$ cat src/rtl/op_scheduler_pkg.sv
// Shared definitions for the shunting-yard operator scheduler: token codes,
// stack sizing, FSM states and operator classification helpers.
package op_scheduler_pkg;

    localparam int unsigned DEPTH = 8;
    localparam int unsigned AW    = $clog2(DEPTH + 1);
    localparam int unsigned IW    = $clog2(DEPTH);
    localparam int unsigned CO_N  = 4;

    localparam logic [CO_N-1:0] CO_OK = 4'd0;
    localparam logic [CO_N-1:0] CO_LP = 4'd1;
    localparam logic [CO_N-1:0] CO_RP = 4'd2;
    localparam logic [CO_N-1:0] CO_AD = 4'd3;
    localparam logic [CO_N-1:0] CO_SB = 4'd4;
    localparam logic [CO_N-1:0] CO_MU = 4'd5;
    localparam logic [CO_N-1:0] CO_DI = 4'd6;
    localparam logic [CO_N-1:0] CO_PS = 4'd7;
    localparam logic [CO_N-1:0] CO_NS = 4'd8;

    typedef enum logic [1:0] {
        S_IDLE = 2'd0,
        S_EVAL = 2'd1,
        S_RED  = 2'd2,
        S_ERR  = 2'd3
    } state_e;

    // Binding strength; 0 marks tokens that never reduce (LP, OK, empty stack).
    function automatic logic [1:0] op_level(input logic [CO_N-1:0] op);
        case (op)
            CO_PS, CO_NS: op_level = 2'd3;
            CO_MU, CO_DI: op_level = 2'd2;
            CO_AD, CO_SB: op_level = 2'd1;
            default:      op_level = 2'd0;
        endcase
    endfunction

    function automatic logic is_binary(input logic [CO_N-1:0] op);
        is_binary = (op == CO_AD) || (op == CO_SB) || (op == CO_MU) || (op == CO_DI);
    endfunction

    function automatic logic is_opener(input logic [CO_N-1:0] op);
        is_opener = (op == CO_LP) || (op == CO_PS) || (op == CO_NS);
    endfunction

endpackage

$ cat src/rtl/op_scheduler_prec.sv
// Precedence comparator: prec_o=1 when the stack top (b_i) must be reduced
// before the pending token (a_i); equal levels reduce, giving left associativity.
module op_scheduler_prec
    import op_scheduler_pkg::*;
(
    input  logic [CO_N-1:0] a_i,
    input  logic [CO_N-1:0] b_i,
    output logic            prec_o
);

    logic [1:0] lvl_a;
    logic [1:0] lvl_b;

    assign lvl_a  = op_level(a_i);
    assign lvl_b  = op_level(b_i);
    assign prec_o = (lvl_b != 2'd0) && (lvl_b >= lvl_a);

endmodule

$ cat src/rtl/op_scheduler.sv
// Operator-stack scheduler for the calculator CPU: pushes tokens or issues the
// stack top to the evaluator as reduce requests, flagging done and errors.
module op_scheduler
    import op_scheduler_pkg::*;
(
    input  logic            clk,
    input  logic            rst,
    input  logic            clr,
    input  logic            in_valid,
    input  logic [CO_N-1:0] in_op,
    output logic            in_ready,
    output logic            red_valid,
    output logic [CO_N-1:0] red_op,
    input  logic            red_ready,
    output logic            done,
    output logic            err,
    output logic [AW-1:0]   depth
);

    state_e          state_q, state_d;
    logic [CO_N-1:0] pend_q, pend_d;
    logic [AW-1:0]   ptr_q, ptr_d;
    logic            done_q, done_d;
    logic [CO_N-1:0] stack_q [DEPTH];
    logic            push, pop;
    logic            empty, full, prec;
    logic [CO_N-1:0] top;

    assign empty = (ptr_q == '0);
    assign full  = (ptr_q == AW'(DEPTH));
    assign top   = empty ? CO_OK : stack_q[IW'(ptr_q - AW'(1))];

    op_scheduler_prec u_prec (
        .a_i    (pend_q),
        .b_i    (top),
        .prec_o (prec)
    );

    // Next-state, stack control and done pulse
    always_comb begin
        state_d = state_q;
        pend_d  = pend_q;
        done_d  = 1'b0;
        push    = 1'b0;
        pop     = 1'b0;
        case (state_q)
            S_IDLE: begin
                if (in_valid) begin
                    pend_d  = in_op;
                    state_d = S_EVAL;
                end
            end
            S_EVAL: begin
                state_d = S_IDLE;
                if (is_opener(pend_q) ||
                    (is_binary(pend_q) && (empty || top == CO_LP || !prec))) begin
                    if (full) state_d = S_ERR;
                    else      push    = 1'b1;
                end else if (is_binary(pend_q)) begin
                    state_d = S_RED;
                end else if (pend_q == CO_RP) begin
                    if (empty)              state_d = S_ERR;
                    else if (top == CO_LP)  pop     = 1'b1;
                    else                    state_d = S_RED;
                end else if (pend_q == CO_OK) begin
                    if (empty)              done_d  = 1'b1;
                    else if (top == CO_LP)  state_d = S_ERR;
                    else                    state_d = S_RED;
                end else begin
                    state_d = S_ERR;
                end
            end
            S_RED: begin
                if (red_ready) begin
                    pop     = 1'b1;
                    state_d = S_EVAL;
                end
            end
            default: ;
        endcase
        // clr overrides acceptance, reduce handshakes and error hold
        if (clr) begin
            state_d = S_IDLE;
            pend_d  = CO_OK;
            done_d  = 1'b0;
            push    = 1'b0;
            pop     = 1'b0;
        end
    end

    always_comb begin
        ptr_d = ptr_q;
        if (clr)       ptr_d = '0;
        else if (push) ptr_d = ptr_q + AW'(1);
        else if (pop)  ptr_d = ptr_q - AW'(1);
    end

    always_ff @(posedge clk or posedge rst) begin
        if (rst) begin
            state_q <= S_IDLE;
            pend_q  <= CO_OK;
            ptr_q   <= '0;
            done_q  <= 1'b0;
        end else begin
            state_q <= state_d;
            pend_q  <= pend_d;
            ptr_q   <= ptr_d;
            done_q  <= done_d;
        end
    end

    // Stack storage carries no reset; only entries below ptr_q are ever read
    always_ff @(posedge clk) begin
        if (push) stack_q[IW'(ptr_q)] <= pend_q;
    end

    assign in_ready  = (state_q == S_IDLE) && !clr;
    assign red_valid = (state_q == S_RED);
    assign red_op    = red_valid ? top : CO_OK;
    assign err       = (state_q == S_ERR);
    assign done      = done_q;
    assign depth     = ptr_q;

endmodule

$ cat config.mk
export PLATFORM = sky130hd
export DESIGN_NAME = op_scheduler
export DESIGN_NICKNAME = d
export VERILOG_FILES = /design/src/rtl/op_scheduler_pkg.sv /design/src/rtl/op_scheduler_prec.sv /design/src/rtl/op_scheduler.sv
export SDC_FILE = /design/constraint.sdc
export NUM_CORES = 1
export LEC_CHECK = 0
export ABC_CLOCK_PERIOD_IN_PS = 11650
export BUFFER_PORTS_ARGS = -buffer_cell sky130_fd_sc_hd__buf_2
export CORE_AREA = 2 2 74 76
export CTS_CLUSTER_DIAMETER = 100
export DETAILED_ROUTE_END_ITERATION = 10
export DIE_AREA = 0 0 76 78
export PLACE_DENSITY = 0.67
export SYNTH_ARGS = -nofsm -noshare
export SYNTH_HDL_FRONTEND = slang
export SYNTH_HIERARCHICAL = 1
export SYNTH_SLANG_ARGS = --single-unit
$ cat constraint.sdc
create_clock -name clk -period 11.65 [get_ports clk]
set_clock_uncertainty 0.1 [all_clocks]
set_input_delay 0.5825 -clock clk [delete_from_list [all_inputs] [get_ports clk]]
set_output_delay 0.5825 -clock clk [all_outputs]
set_load 0.005 [all_outputs]
Word-level counts from Yosys, hierarchy flattened
Memories as Yosys holds them, arrays and structs flattened.
Cells that the tools add are included.
{"block": "totals", "regBits": 11, "mem_count": 1, "out_inout_bits": 12, "ram_bits": 32, "in_bits": 9}
{"memory": "stack_q", "words": 8, "width": 4, "read_ports": 1, "rd_ports_with_merged_regs": 0, "wr": 1, "line": "op_scheduler.sv:24", "source": "logic [CO_N-1:0] stack_q [DEPTH];"}
{"block": "op_classes", "n_mux": 44, "n_addsub": 2, "eq_ne": 21, "n_lt_le_gt_ge": 1, "reduce_logical": 29}
{"op": "== test 4 x 3 -> 1 bit (second input constant)", "n": 8}
{"op": "two-way mux 4 bit", "n": 8}
{"op": "two-way mux 2 bit", "n": 11}
{"op": "two-way mux 1 bit", "n": 21}
{"op": "one-hot mux 2 bit (3 select lines)", "n": 3}
{"op": "== test 4 x 2 -> 1 bit (second input constant)", "n": 3}
{"op": "== test 4 bit (second input constant)", "n": 3}
{"op": "OR reduction 2 bit", "n": 6}
{"op": "== test 4 x 1 -> 1 bit (second input constant)", "n": 2}
{"op": "logical NOT 4 bit", "n": 2}
{"op": "logical OR 1 bit", "n": 8}
{"op": "nonzero test 2 bit", "n": 3}
{"op": "adder 4 x 1 -> 4 bit (second input constant)", "n": 1}
{"op": "== test 2 bit (second input constant)", "n": 2}
{"op": "nonzero test 4 bit", "n": 1}
{"op": "subtractor 4 x 1 -> 4 bit (second input constant)", "n": 1}
{"op": "logical AND 1 bit", "n": 3}
{"op": "inequality test 3 x 2 -> 1 bit (second input constant)", "n": 1}
{"op": "inequality test 3 bit (second input constant)", "n": 1}
{"op": "AND reduction 3 bit", "n": 1}
{"op": "nonzero test 3 bit", "n": 1}
{"op": "== test 2 x 1 -> 1 bit (second input constant)", "n": 1}
{"op": "greater-or-equal comparator 2 bit", "n": 1}
{"op": "logical NOT 1 bit", "n": 2}
{"op": "other kinds (3)", "n": 3}

Depth between registers and ports, before layout
Gate-level depths: netlist of the first run.
An unclocked memory read counts as a cell.
{"block": "depth", "ltp_word": 18, "depth_mapped": 24, "ltp_nobuf": 20}

Cells and area by module
The synthesis of the first run kept the hierarchy.
{"mod": "op_scheduler", "instances": 1, "seq_area_each_um2": 1236.2, "cells_per_inst": 196, "area_per_inst_um2": 2347.3}
{"mod": "op_scheduler_prec", "instances": 1, "seq_area_each_um2": 0.0, "cells_per_inst": 23, "area_per_inst_um2": 138.9}

Least setup slack after synthesis of the first run
No wires, ideal clock.
{"block": "synth_path", "path_type": "reg2reg", "from": "register ptr_q[0], in the netlist depth[0]", "to": "memory stack_q[6][0] (enable)", "slack_ns": 7.047, "arrival_time_ns": 4.174, "required_time_ns": 11.221, "synth_period_minus_slack_ns": 4.603, "path_buffers": 4, "path_stages_with_launch": 23, "cell_sequence": "dfrtp_1 -> buf_6 -> buf_2 -> inv_1 -> ha_1 -> clkbuf_2 -> and3b_2 -> or2_2 -> a22o_1 -> xor2_1 -> a21oi_1 -> ha_1 -> nand2b_1 -> a21oi_1 -> a21oi_1 -> nand2_1 -> a21oi_1 -> a31oi_4 -> a32oi_2 -> o21a_2 -> buf_6 -> or3_4 -> nor2_1"}
{"block": "synth_between", "elab_chain_cells": 17}
{"element": "start: declaration", "line": "op_scheduler.sv:22", "source": "logic [AW-1:0] ptr_q, ptr_d;"}
{"element": "start signal: assignment", "line": "op_scheduler.sv:107", "source": "ptr_q <= ptr_d;"}
{"element": "subtractor 4 x 1 -> 4 bit"}
{"element": "memory read (8 x 4 bit)"}
{"element": "two-way mux 4 bit (*)", "line": "op_scheduler.sv:31", "source": "assign top = empty ? CO_OK : stack_q[IW'(ptr_q - AW'(1))];"}
{"element": "named net top[3]", "line": "op_scheduler.sv:27", "source": "logic [CO_N-1:0] top;"}
{"element": "== test 4 x 2 -> 1 bit, or another cell as far along", "line": "op_scheduler_pkg.sv:29", "source": "case (op)"}
{"element": "OR reduction 2 bit", "line": "op_scheduler_pkg.sv:29"}
{"element": "one-hot mux 2 bit (3 select lines) (*)", "line": "op_scheduler_pkg.sv:29"}
{"element": "greater-or-equal comparator 2 bit or nonzero test 2 bit (tied branches)", "line": "op_scheduler_prec.sv:16", "source": "assign prec_o = (lvl_b != 2'd0) && (lvl_b >= lvl_a);"}
{"element": "[1 not listed]"}
{"element": "named net prec", "line": "op_scheduler.sv:26", "source": "logic empty, full, prec;"}
{"element": "[1 not listed]"}
{"element": "logical OR 1 bit (*)", "line": "op_scheduler.sv:56", "source": "(is_binary(pend_q) && (empty || top == CO_LP || !prec))) begin"}
{"element": "logical AND 1 bit (*)", "line": "op_scheduler.sv:56"}
{"element": "logical OR 1 bit (*)", "line": "op_scheduler.sv:55", "source": "if (is_opener(pend_q) ||"}
{"element": "two-way mux 1 bit (*)", "line": "op_scheduler.sv:55"}
{"element": "two-way mux 1 bit (*)", "line": "op_scheduler.sv:46", "source": "case (state_q)"}
{"element": "two-way mux 1 bit (*)", "line": "op_scheduler.sv:82", "source": "if (clr) begin"}
{"element": "two-way mux 1 bit (*)", "line": "op_scheduler.sv:114", "source": "if (push) stack_q[IW'(ptr_q)] <= pend_q;"}
{"element": "two-way mux 1 bit (implied by the code) (*)", "line": "op_scheduler.sv:114"}
{"element": "end: declaration", "line": "op_scheduler.sv:24"}
Mark *: on every way through the listed nets, which the timed path passes. The rest lies on a longest branch.

Worst setup path after layout of the first run
{"block": "layout_path", "from": "register ptr_q[0], in the netlist depth[0]", "to": "memory stack_q[4][1] (enable)"}
The elaborated chain is that of the path after synthesis.

==> metrics.md, run 1 <==
| Metric | Value |
|---|---|
| Seq/Total Area, Yosys | 0.4972 |
| Initial Util | 0.4931 |
| Syn avg cell area | 11.35 µm² |
| Mapped Nets | 236 |
| Worst Hold Class | in -> async |
| Fmax | 184.4 MHz |
| Via count | 1668 |
| Leak | 1.031 nW |
| Crit path required time | 11.47 ns |
| DR WL/cell | 15.98 µm |
| Pins Over Slew Limit | 0 |
| # fillers | 430 |
| Post-DP Area | 2596 µm² |
| Die Wd | 76 µm |
| Initial DRT Pass Iterations | 4 |
| Global Route Usage Sum | 0.1784 |
| RSZ-0062 raised after global routing | false |
| Synth Cell Area | 2486 µm² |
| Met3 wire length | 176 µm |
| Max Buffers Root-to-Sink | 2 |
| Remaining DRCs | 0 |
| Outcome | finished, final reports clean |
| Nature of the critical path endpoint | flop |
| Setup violators final | 0 |
| Met2 WL | 2.306 mm |
| Top FF cell, synth | edfxtp_1 |
| Yosys top cell area share | 0.3865 |
| Post-route cell area | 2713 µm² |
| CTS resizes | 0 |
| Die height | 78 µm |
| Final min period | 5.423 ns |
| CP max FO | 18 |
| Remaining Overflow, GRT | 0 |
| Crit Reg-Reg Startpoint | depth[0] |
| Core Footprint | 5042 µm² |
| Highest layer used for signal routing | met4 |
| Via-to-Cell Ratio | 5.433 |
| GPL Wtd Cong | 0.8927 |
| Asr flop ratio synth | 0.2558 |
| Die area | 5928 µm² |
| Peak VDD IR | 0.08164 mV |
| Share of cells above drive strength 1 | 0.2110 |
| Number of core rows | 26 |
| 1st-iter DRT viols | 130 |
| CTS tree | yes |
| R2R Path End | stack_q[4][1] |
| Clock tree sinks | 43 |
| Reg2Reg Setup Slack | 6.23 ns |
| Yosys warns | 6 |
| CP Class | reg -> reg |
| Num CTS Buffers | 5 |
| Clock root buffer | clkbuf_8 |
| Vias in the first global route | 1606 |
| Max_cap viols | 0 |
| Area contributors post-synth | edfxtp_1 (39%), dfrtp_1 (11%), mux4_2 (5.4%), ha_1 (4.0%), a21oi_1 (3.2%) |
| I/O pin cnt | 21 |
| Worst-Margin Slew | 0.8514 ns |
| Post-route ant nets | 0 |
| #FFs+latches synth | 43 |
| Postcts setup bufs | 0 |
| Fin crit share | 0.4655 |
| Critical Path AT | 5.24 ns |
| # hold bufs at CTS | 0 |
| Mapped Cells | 219 |
| Area grow syn2layout | 9.109% |
| Initial antenna violation count | 0 |
| Setup TNS | 0 ns |
| Antenna Cells | 0 |
| Hpwl dp | 3.448 mm |
| Met1 WL | 2.342 mm |
| Startpoint types | flop |
| Area leader, netlist | edfxtp_1 |
| Yosys cell types | 53 |
| # H-tree levels | 2 |
| R2r worst-path depth | 18 |
| Routed WL | 4.905 mm |
| Reg clk slew, reported paths | 0.08 ns |
| Headroom to the max-slew limit | 0.4272 |
| Clock Latency Late Sink | 0.30 ns |
| Largest net degree at the start of global routing | 22 |
| IO Port Bufs | 20 |
| Final Hold Viols | 0 |
| Pwr dens | 159.0 nW/µm² |
| Nets@finish | 253 |
| Post-synth EDFFs | 32 |
| First-pass GRT wire length | 8.121 mm |
logic make-up (layout without fill, tap and decap cells):
| logic type | Yosys count | after routing | share of synthesized area |
|---|---|---|---|
| buffers and inverters | 20 | 38 | 0.04630 |
| adder cells (fa/ha/maj) | 8 | 8 | 0.04026 |
| XOR/XNOR | 4 | 4 | 0.01409 |
| AND/OR/NAND/NOR | 85 | 85 | 0.1832 |
| AO/OA/AOI/OAI | 44 | 44 | 0.1243 |
| multiplexers | 15 | 15 | 0.09461 |
| flip-flops | 43 | 43 | 0.4972 |
Yosys cell counts (3+ instances only):
| cell type | n |
|---|---|
| a211oi_1 | 3 |
| a21oi_1 | 16 |
| and2_1 | 4 |
| buf_6 | 4 |
| clkbuf_1 | 3 |
| dfrtp_1 | 11 |
| edfxtp_1 | 32 |
| ha_1 | 8 |
| inv_1 | 10 |
| mux2i_1 | 4 |
| mux4_2 | 6 |
| nand2_1 | 21 |
| nand2b_1 | 4 |
| nand3_1 | 9 |
| nor2_1 | 16 |
| nor2b_1 | 5 |
| nor3_1 | 4 |
| nor4_1 | 4 |
| o21ai_0 | 10 |
| o21ai_1 | 3 |
| xor2_1 | 3 |
final cells by class:
type / count / area [µm²] / share of cell area
sequential: 43 / 1236 / 0.4557
multi-input combinational: 156 / 1135 / 0.4184
timing repair buffer: 20 / 100.1 / 0.03690
tap: 70 / 87.58 / 0.03229
clock buffer: 5 / 68.82 / 0.02537
clock inverter: 3 / 47.55 / 0.01753
inverter: 10 / 37.54 / 0.01384
layer usage:
layer	GRT usage	up-vias
li1	-	842
met1	0.2481	790
met2	0.2777	30
met3	0.03488	6
met4	0.06909	0
met5	0	-
stage by stage:
step	hold slack [ns]	setup slack, ns	power [mW]	utilization	std cells
final	0.1570	6.227	0.4312	0.5380	307
after global routing	0.1800	5.672	0.4601	0.5380	307
after CTS	0.1638	6.135	0.4356	0.5380	307
after detailed placement	0.4686	6.163	0.3185	0.5149	299
after global placement	0.4674	6.301	0.3177	0.5149	299
after floorplan	0.3349	7.047	0.2954	-	219
worst max-delay path, cell delays in order (launching register included):
cell	delay (ns)
dfrtp_1	0.83
inv_1	0.25
ha_1	0.67
mux2i_1	0.39
nand2_1	0.08
o21ai_0	0.11
o21ai_0	0.18
nor2_1	0.19
a21oi_1	0.09
ha_1	0.29
nand2b_1	0.14
a21oi_1	0.14
a21oi_1	0.08
nand2_1	0.07
a21oi_1	0.07
a31oi_4	0.19
a32oi_2	0.09
o21a_2	0.34
nor4_1	0.73
cell usage in the layout, fill, tap and decap left out, types with 2 or more instances in the layout:
cell / synthesis / routed
o21ai_1: 3 / 3
mux2i_1: 4 / 4
mux4_2: 6 / 6
nor3_2: 2 / 2
nand3b_1: 2 / 2
mux2_1: 2 / 2
o21ai_0: 10 / 10
buf_2: 1 / 20
a21oi_1: 16 / 16
nor2b_1: 5 / 5
and2_1: 4 / 4
edfxtp_1: 32 / 32
inv_1: 10 / 10
nand4_1: 2 / 2
xor2_1: 3 / 3
mux2_2: 2 / 2
nand2_1: 21 / 21
a22o_1: 2 / 2
nor3b_1: 2 / 2
nand2b_1: 4 / 4
a211oi_1: 3 / 3
nor2_1: 16 / 16
ha_1: 8 / 8
nor4_1: 4 / 4
clkbuf_8: 0 / 5
nor3_1: 4 / 4
dfrtp_1: 11 / 11
nand3_1: 9 / 9
flip-flops by register name, summed over array words and instances (netlist names):
signal / cells
pend_q: 4
stack_q: 32
state_q: 2
depth: 4
done: 1
report_power, final:
| part | internal (mW) | switching [mW] | total (mW) |
|---|---|---|---|
| combinational | 0.0529 | 0.0693 | 0.122 |
| sequential | 0.174 | 0.0189 | 0.193 |
| clock | 0.0649 | 0.0508 | 0.116 |
| total | 0.292 | 0.139 | 0.431 |
worst max path at each step:
stage                  start       endpoint  slack, ns  depth (start not counted)
floorplan           depth[0]  stack_q[6][0]       7.05                         22
global placement    depth[0]  stack_q[6][1]       6.30                         18
detailed placement  depth[0]  stack_q[4][2]       6.16                         18
CTS                 depth[0]  stack_q[4][2]       6.13                         18
global route        depth[0]  stack_q[4][1]       5.67                         19
finish              depth[0]  stack_q[4][1]       6.23                         18
(Power assumes the default switching activity.)
==> inputs of run 2 (changes only) <==
--- a/config.mk
+++ b/config.mk
@@ -5,7 +5,7 @@
 export SDC_FILE = /design/constraint.sdc
 export NUM_CORES = 1
 export LEC_CHECK = 0
-export ABC_CLOCK_PERIOD_IN_PS = 11650
+export ABC_CLOCK_PERIOD_IN_PS = 5590
 export BUFFER_PORTS_ARGS = -buffer_cell sky130_fd_sc_hd__buf_2
 export CORE_AREA = 2 2 74 76
 export CTS_CLUSTER_DIAMETER = 100
==> constraint.sdc (replaced) <==
create_clock -name clk -period 5.59 [get_ports clk]
set_clock_uncertainty 0.1 [all_clocks]
set_input_delay 0.2795 -clock clk [delete_from_list [all_inputs] [get_ports clk]]
set_output_delay 0.2795 -clock clk [all_outputs]
set_load 0.005 [all_outputs]
==> run 2 against run 1 <==
Net effect: cell count rose by 0.65%; largest power group unchanged; flip-flop and latch count is the same; wire length rose by 0.86%; total power increased by 99%; highest routed layer unchanged; critical path depth decreased by 2; count of clock-buffer cells in the layout unchanged; combinational power grew 120%; first-iteration DRC count down 16%; via count grew 2.9%.
==> metrics.md, run 2 (synthesized netlist as in run 1, its figures left out) <==
| Metric | Value |
|---|---|
| Crit path largest cell delay | 0.71 ns (-0.12 ns) |
| Nets@finish | 255 (+0.79%) |
| Global Route Usage Sum | 0.1819 (+0.003514) |
| Share of cells above drive strength 1 | 0.2134 (+0.002419) |
| Die Wd | 76 µm (unchanged) |
| Routed WL | 4.947 mm (+0.86%) |
| Num CTS Buffers | 5 (unchanged) |
| R2r worst-path depth | 16 (-2) |
| WHS | 0.1198 ns (-0.03718 ns) |
| Commonest non-fill, non-tap cell in the layout | edfxtp_1 |
| First-pass GRT wire length | 8.293 mm (+2.1%) |
| Max_cap viols | 0 (unchanged) |
| GPL Wtd Cong | 0.7974 (-11%) |
| Via-to-Cell Ratio | 5.553 (+2.2%) |
| Largest net degree at the start of global routing | 22 (unchanged) |
| Clk network pwr share | 0.230 (-0.038) |
| Remaining DRCs | 0 (unchanged) |
| Crit Reg-Reg Startpoint | depth[1] |
| Nature of the critical path endpoint | flop |
| Setup slack after layout | 0.7904 ns (-5.436 ns) |
| Number of core rows | 26 (unchanged) |
| Reg clk slew, reported paths | 0.08 ns (about the same) |
| IO Port Bufs | 20 (unchanged) |
| CP Class | reg -> reg |
| Setup TNS | 0 ns (unchanged) |
| Crit. path cell count | 16 (-2) |
| Worst setup path endpoint | stack_q[5][1] |
| Initial Util | 0.4931 (unchanged) |
| Sequential power share | 0.455 (+0.007) |
| Via count | 1716 (+2.9%) |
| Comb pwr share | 0.315 (+0.031) |
| Headroom to the max-slew limit | 0.4393 (+0.01214) |
| R2R Path End | stack_q[5][1] |
| M1 GR Usage | 0.2498 (+0.001706) |
| Final core occ | 0.5367 (-0.001240) |
| Net Sw Power | 0.2931 mW (+110%) |
| Met2 Use GR | 0.2830 (+0.005357) |
| Antenna Cells | 0 (unchanged) |
| Startpoint types | flop |
| CP delay by family, top | compound AO/OA/AOI/OAI gates |
| RSZ-0062 raised after global routing | false |
| Reg2Reg Setup Slack | 0.79 ns (-5.44 ns) |
| Int Power | 0.5664 mW (+94%) |
| Crit-path cells | inv_1 > ha_1 > mux4_2 > a22o_1 > xor2_1 > a21oi_1 > ha_1 > nand2b_1 > a21oi_1 > a21oi_1 > nand2_1 > a21oi_1 > a31oi_4 > a32oi_2 > o21a_2 > nor4_1 |
| Core Footprint | 5042 µm² (unchanged) |
| Initial DRT Pass Iterations | 4 (unchanged) |
| Critical Path AT | 4.62 ns (-0.62 ns) |
| Max Buffers Root-to-Sink | 2 (unchanged) |
| Setup violators final | 0 (unchanged) |
| Met3 usage | 0.04651 (+0.01163) |
| Hpwl dp | 3.569 mm (+3.5%) |
| Clock tree sinks | 43 (unchanged) |
| Vias in the first global route | 1643 (+2.3%) |
| Pwr dens | 317.6 nW/µm² (+100%) |
| Fin crit share | 0.8586 (+0.3931) |
| Final Hold Viols | 0 (unchanged) |
| Fmax | 208.4 MHz (+13%) |
| CTS resizes | 0 (unchanged) |
| Crit path required time | 5.41 ns (-6.06 ns) |
| I/O pin cnt | 21 (unchanged) |
| Post-route ant nets | 0 (unchanged) |
| Buffers and inverters on the worst path | 1 (unchanged) |
| DR WL/cell | 16.01 µm (+0.20%) |
| Final min period | 4.800 ns (-0.6238 ns) |
| Net Sw Frac | 0.3410 (+0.01855) |
| Worst-Margin Slew | 0.8333 ns (-0.01804 ns) |
| Largest Register | stack_q |
| 1st-iter DRT viols | 109 (-16%) |
| Peak VDD IR | 0.1477 mV (+81%) |
| # fillers | 445 (+3.5%) |
| Most frequent cells in the layout | edfxtp_1 (32), nand2_1 (21), buf_2 (20), a21oi_1 (16), nor2_1 (16) |
| Pre-CTS setup slack | 0.7479 ns (-5.415 ns) |
| Die area | 5928 µm² (unchanged) |
| Clock Latency Late Sink | 0.30 ns (about the same) |
| Die height | 78 µm (unchanged) |
| Initial antenna violation count | 0 (unchanged) |
| Remaining Overflow, GRT | 0 (unchanged) |
| CP max-delay cell | nor4_1 |
| CP max FO | 12 (-6) |
| Area grow syn2layout | 8.858% |
| Max reg flops | 32 (unchanged) |
| Outcome | finished, final reports clean |
| Clock root buffer | clkbuf_8 |
| # H-tree levels | 2 (unchanged) |
| CTS tree | yes |
| Leak | 1.023 nW (-0.82%) |
| Worst Hold Class | in -> reg |
| Most frequent CP cell | a21oi_1 |
| Pins Over Slew Limit | 0 (unchanged) |
| Global route hottest layer | met2 |
| Critical Path Source | depth[1] |
## run 2: changes by cell type in the layout (fill, tap and decap cells not counted)
cell / previous run / this run
clkinvlp_4: 0 / 2
buf_4: 0 / 1
bufinv_16: 1 / 0
dlygate4sd3_1: 0 / 1
clkinv_4: 1 / 0
## run 2: through the flow
stage | total power [mW] | cell area (µm²) | cells
global placement | 0.6663 | 2604 | 300
finish | 0.8595 | 2706 | 309
CTS | 0.8675 | 2706 | 309
floorplan | 0.6157 | 2486 | 219
global route | 0.9206 | 2706 | 309
detailed placement | 0.6690 | 2604 | 300
## run 2: per-layer routing
layer  share of wire  vias to the layer above  wire length, µm
met1            0.46                      817             2253
li1                -                      850                -
met4           0.016                        0               80
met5               0                        -                0
met3           0.055                        8              274
met2            0.47                       41             2339
## run 2: power groups by stage
stage | Combinational, mW | Clock (mW) | Sequential [mW]
floorplan | 0.230 | 0 | 0.386
global placement | 0.268 | 0 | 0.398
detailed placement | 0.269 | 0 | 0.400
CTS | 0.271 | 0.204 | 0.392
global route | 0.306 | 0.219 | 0.396
finish | 0.271 | 0.197 | 0.391
## run 2: final cells by class
class                   count  area [µm²]  area share
flip-flops and latches     43        1236      0.4568
well taps                  70       87.58     0.03236
inverters                  10       37.54     0.01387
clock buffers               5       68.82     0.02543
multi-input cells         156        1135      0.4193
clock inverters             3       23.77    0.008784
repair buffers             22       117.6     0.04346
## run 2: worst min-delay path, stage by stage
cell	delay (ns)
buf_2	0.09
nand3_1	0.05
a21oi_1	0.05
## run 2: repair_timing
item / CTS / global route
hold endpoints to repair: 11 / 0
buffers inserted: 0 / 0
hold buffers: 1 / 0
endpoints found under the setup margin: 0 / 0
## run 2: worst min-delay path by stage
| stage | start | to | slack (ns) | depth (start not counted) |
|---|---|---|---|---|
| detailed placement | rst | depth[1] | 0.19 | 2 |
| CTS | in_op[1] | pend_q[1] | 0.11 | 3 |
| global placement | rst | depth[0] | 0.19 | 2 |
| global route | in_op[2] | pend_q[2] | 0.13 | 3 |
| floorplan | rst | depth[0] | 0.03 | 1 |
| finish | in_op[2] | pend_q[2] | 0.12 | 3 |
